$ cat src/rtl/if_fetch_stage.sv
// Instruction fetch: owns the PC, addresses the instruction ROM, and registers its output into IF/ID.
// Latency: the instruction at PC p appears in IF/ID one cycle after p is on pc_o; one fetch per cycle.
// Backpressure: stall_i holds the PC and IF/ID. Redirect, flush and halt insert bubbles. Halt freezes the stage until rst.
module if_fetch_stage #(
  parameter int          AWIDTH   = 10,
  parameter int          DWIDTH   = 32,
  parameter logic [31:0] RESET_PC = 32'h0000_0000
) (
  input  logic              clk,
  input  logic              rst,
  input  logic              stall_i,
  input  logic              flush_i,
  input  logic              redirect_i,
  input  logic [31:0]       redirect_pc_i,
  input  logic              halt_i,
  output logic [AWIDTH-1:0] rom_addr_o,
  input  logic [DWIDTH-1:0] rom_data_i,
  output logic [31:0]       pc_o,
  output logic [31:0]       if_pc_o,
  output logic [DWIDTH-1:0] if_instr_o,
  output logic              if_valid_o,
  output logic              halted_o,
  output logic [31:0]       fetch_count_o
);

  // The PC is always word aligned. Clear the low bits of the reset vector.
  localparam logic [31:0] RESET_PC_ALIGNED = {RESET_PC[31:2], 2'b00};

  logic [31:0]       pc_q, pc_d;
  logic [31:0]       if_pc_q, if_pc_d;
  logic [DWIDTH-1:0] if_instr_q, if_instr_d;
  logic              if_valid_q, if_valid_d;
  logic              halted_q, halted_d;
  logic [31:0]       fetch_count_q, fetch_count_d;

  // Next-state selection. Priority is halted > halt_i > redirect > stall > normal.
  always_comb begin
    pc_d          = pc_q;
    if_pc_d       = if_pc_q;
    if_instr_d    = if_instr_q;
    if_valid_d    = if_valid_q;
    halted_d      = halted_q;
    fetch_count_d = fetch_count_q;

    if (halted_q) begin
      // Frozen until reset. IF/ID never presents a valid instruction while halted.
      if_valid_d = 1'b0;
    end else if (halt_i) begin
      halted_d   = 1'b1;
      if_valid_d = 1'b0;
    end else if (redirect_i) begin
      // The target is fetched next cycle. The wrong-path slot becomes a bubble.
      pc_d       = {redirect_pc_i[31:2], 2'b00};
      if_instr_d = '0;
      if_valid_d = 1'b0;
    end else if (stall_i) begin
      if (flush_i) begin
        if_instr_d = '0;
        if_valid_d = 1'b0;
      end
    end else begin
      pc_d = pc_q + 32'd4;
      if (flush_i) begin
        if_instr_d = '0;
        if_valid_d = 1'b0;
      end else begin
        if_instr_d    = rom_data_i;
        if_pc_d       = pc_q;
        if_valid_d    = 1'b1;
        fetch_count_d = fetch_count_q + 32'd1;
      end
    end
  end

  // State registers with synchronous reset overriding everything.
  always_ff @(posedge clk) begin
    if (rst) begin
      pc_q          <= RESET_PC_ALIGNED;
      if_pc_q       <= '0;
      if_instr_q    <= '0;
      if_valid_q    <= 1'b0;
      halted_q      <= 1'b0;
      fetch_count_q <= '0;
    end else begin
      pc_q          <= pc_d;
      if_pc_q       <= if_pc_d;
      if_instr_q    <= if_instr_d;
      if_valid_q    <= if_valid_d;
      halted_q      <= halted_d;
      fetch_count_q <= fetch_count_d;
    end
  end

  // The ROM sees only the registered PC. PCs beyond the ROM depth alias.
  assign rom_addr_o    = pc_q[AWIDTH+1:2];
  assign pc_o          = pc_q;
  assign if_pc_o       = if_pc_q;
  assign if_instr_o    = if_instr_q;
  assign if_valid_o    = if_valid_q;
  assign halted_o      = halted_q;
  assign fetch_count_o = fetch_count_q;

endmodule

$ cat config.mk
export PLATFORM = sky130hd
export DESIGN_NAME = if_fetch_stage
export DESIGN_NICKNAME = d
export VERILOG_FILES = /design/src/rtl/if_fetch_stage.sv
export SDC_FILE = /design/constraint.sdc
export NUM_CORES = 1
export LEC_CHECK = 0
export BUFFER_PORTS_ARGS = -buffer_cell sky130_fd_sc_hd__buf_2
export CORE_ASPECT_RATIO = 0.6
export CORE_MARGIN = 10
export CORE_UTILIZATION = 45
export DETAILED_ROUTE_END_ITERATION = 10
export GPL_TIMING_DRIVEN = 0
export PLACE_DENSITY = 0.79
export SETUP_SLACK_MARGIN = 0.4
export SKIP_CTS_REPAIR_TIMING = 1
export SYNTH_ARGS = -nofsm -noshare
export SYNTH_HDL_FRONTEND = slang
export SYNTH_SLANG_ARGS = --single-unit
$ cat constraint.sdc
create_clock -name clk -period 2 [get_ports clk]
set_input_delay 0.4 -clock clk [delete_from_list [all_inputs] [get_ports clk]]
set_output_delay 0.4 -clock clk [all_outputs]
set_load 0.03 [all_outputs]
==> results_dict.tcl <==
set metrics [dict create \
    drt_wl_total_um 23600 \
    rsz0062_at_grt "true" \
    clkSinkCount 126 \
    first_iter_violations 622 \
    io_pins 210 \
    track_usage_pct 23.3 \
    arrival_ns 2.22 \
    syn_area_per_cell_um2 8.16 \
    ant_nets 0 \
    initial_core_util_pct 46.9 \
    setup_viol 0 \
    yosys_most_used_dff "dfxtp_1" \
    vias_per_cell 5.76 \
    worstSkewPairLatency_ns 0.41 \
    synth_top_area_share_pct 43.7 \
    grt_first_pass_wirelength_um 34000 \
    crit_required_ns 2.29 \
    synth-edff-count 0 \
    first_pass_iters 9 \
    utilization_pct 71.7 \
    synthesis.area_mm2 0.00577 \
    grt_max_degree 17 \
    path_cells "nor3_4, buf_6, and4_4, and2_4, nor3b_4, mux2_4" \
    critPathCaptureType "register" \
    layout.area.seq_mm2 0.00266 \
    row_count 31 \
    worst_slew_pin_slew_ns 0.718 \
    drc 0 \
    num_vias 6688 \
    p_leak_nw 3.90 \
    ys_ff_latch 126 \
    path_class "reg2reg" \
    antenna_found_initial 2 \
    final_layout_size_suffix_gt1_share_pct 46.2 \
    numPortBuffers 202 \
    yosysSeqAreaShare_pct 43.7 \
    grt-ovfl-total 0 \
    dp_hpwl_um 16100 \
    synth_area_leaders "dfxtp_1 44%, nand2_1 6.7%, nor2_1 5.3%, a21oi_1 5.3%, a22oi_1 4.9%" \
    cts.htree.levels 4 \
    critPathSlowestCell "dfxtp_4" \
    status "finished clean" \
    critPathMaxStageDelay_ns 0.36 \
    nFillCells 910 \
    fin_hold_ws_ns 0.235 \
    worstPathMaxFanout 5 \
    synth_async_sr_flop_share_pct 0 \
    vdd_drop_max_mv 0.658 \
    placedCellCount 1077 \
    instances_no_fill 1161 \
    p_total_mw 6.47 \
    core_area_mm2 0.0123 \
    netlist_instances 707 \
    die_y_um 108 \
    path_clk_slew_ns 0.06 \
    die_area_mm2 0.0179 \
    multiInputGateArea_mm2 0.00345 \
    fin_tns_setup_ns 0 \
    slew_viol_final 0 \
    power_density_mw_per_mm2 734 \
    grt_pass1_vias 6090 \
    slew_headroom_pct 51.9 \
    drv_cap 0 \
    die_w_um 166 \
    final_nets 1056 \
    cts_root_buffer "clkbuf_16" \
    period_share_pct 96.2 \
    syn2layout_area_growth_pct 52.7 \
    wl_per_cell_um 20.4 \
    fmax_mhz 520 \
    hp-class "in2reg" \
    yosysTopAreaCell "dfxtp_1" \
    skew_ns 0.0106 \
    ys_types 62 \
    numCtsBuffers 17 \
    tritoncts "done" \
    min_period_ns 1.92 \
    hold_viol_final 0 \
    clockBufferDepth 2 \
    yosys_warnings 0 \
    gp_congestion 0.913 \
    start_kind "register" \
]
cell usage after synthesis (11+ instances only):
cell type and count:
a21oi_1 61, a22oi_1 38, and3_1 11, buf_4 14, clkbuf_1 40, dfxtp_1 126
nand2_1 103, nand3_1 31, nand4_1 19, nor2_1 82, nor4_1 12, o21ai_0 21
xor2_1 11
area by class of cell:
class,count,share of cell area [%]
timing repair buffer,255,16.5
sequential,126,30.2
multi-input combinational,516,39.1
clock buffer,24,6.45
buffer,61,4.64
clock inverter,6,0.440
tap,165,2.34
antenna,1,0.0284
inverter,7,0.298
power breakdown:
part | leakage, nW | total [mW] | internal, mW | switching, mW
sequential | 1.05 | 2.64 | 2.54 | 0.0966
combinational | 2.55 | 0.703 | 0.245 | 0.458
clock | 0.300 | 3.13 | 1.98 | 1.15
total | 3.90 | 6.47 | 4.76 | 1.71
layout by cell type, fill, tap and decap left out, types with 17 or more instances in the layout:
| cell type | netlist | layout |
|---|---|---|
| nand2_1 | 103 | 102 |
| a22oi_1 | 38 | 38 |
| dfxtp_1 | 126 | 78 |
| dfxtp_2 | 0 | 17 |
| clkbuf_16 | 0 | 23 |
| dfxtp_4 | 0 | 31 |
| o21ai_0 | 21 | 17 |
| a21oi_1 | 61 | 58 |
| nand4_1 | 19 | 19 |
| nand3_1 | 31 | 22 |
| nor2_1 | 82 | 77 |
| buf_4 | 14 | 62 |
| buf_2 | 4 | 206 |
cells by family after synthesis:
logic type / Yosys count / share of synthesized area (%)
simple gates: 318 / 28.1
compound gates: 166 / 18.1
flops: 126 / 43.7
buf+inv: 68 / 5.42
xor+xnor: 20 / 3.04
mux: 6 / 1.11
fa+ha+maj: 2 / 0.434
other cells: 1 / 0.0650
sequential cells by signal (all words and copies together), names as in the netlist:
register	flops
if_pc_o	30
if_valid_o	1
fetch_count_o	32
if_instr_o	32
pc_o	30
halted_o	1
stage by stage:
step           instance area [µm²]  worst slack [ns]
2_1_floorplan                 6060             0.141
3_5_place_dp                  7280            -0.564
4_1_cts                       7890            -0.273
6_report                      8810            0.0756
3_3_place_gp                  7280            -0.563
5_1_grt                       8810            0.0333
worst paths after layout:
path / from / endpoint / slack (ns) / cells after the start
worst max-delay path: halted_o$_SDFF_PP0_ / fetch_count_o[29]$_SDFFE_PP0P_ / 0.08 / 6
worst min-delay path: rom_data_i[16] / if_instr_o[16]$_SDFFE_PP0P_ / 0.23 / 3
worst max register to register: halted_o$_SDFF_PP0_ / fetch_count_o[29]$_SDFFE_PP0P_ / 0.08 / 6
worst min register to register: if_pc_o[27]$_SDFFE_PP0P_ / if_pc_o[27]$_SDFFE_PP0P_ / 0.45 / 2
critical path: cells and delay by family, from the launching register on:
| kind | cells | cell delay [ns] |
|---|---|---|
| muxes | 1 | 0.31 |
| buffers and inverters | 1 | 0.17 |
| and+or+nand+nor | 4 | 0.97 |
| DFF | 1 | 0.36 |
routing by layer:
metal  routed length (µm)  global-route usage, %
met2                10300                   33.3
met1                 9670                   31.1
met4                  409                   6.36
met5                    0                      0
met3                 3270                   10.2
Note: power is estimated with default switching activity, not from simulation.
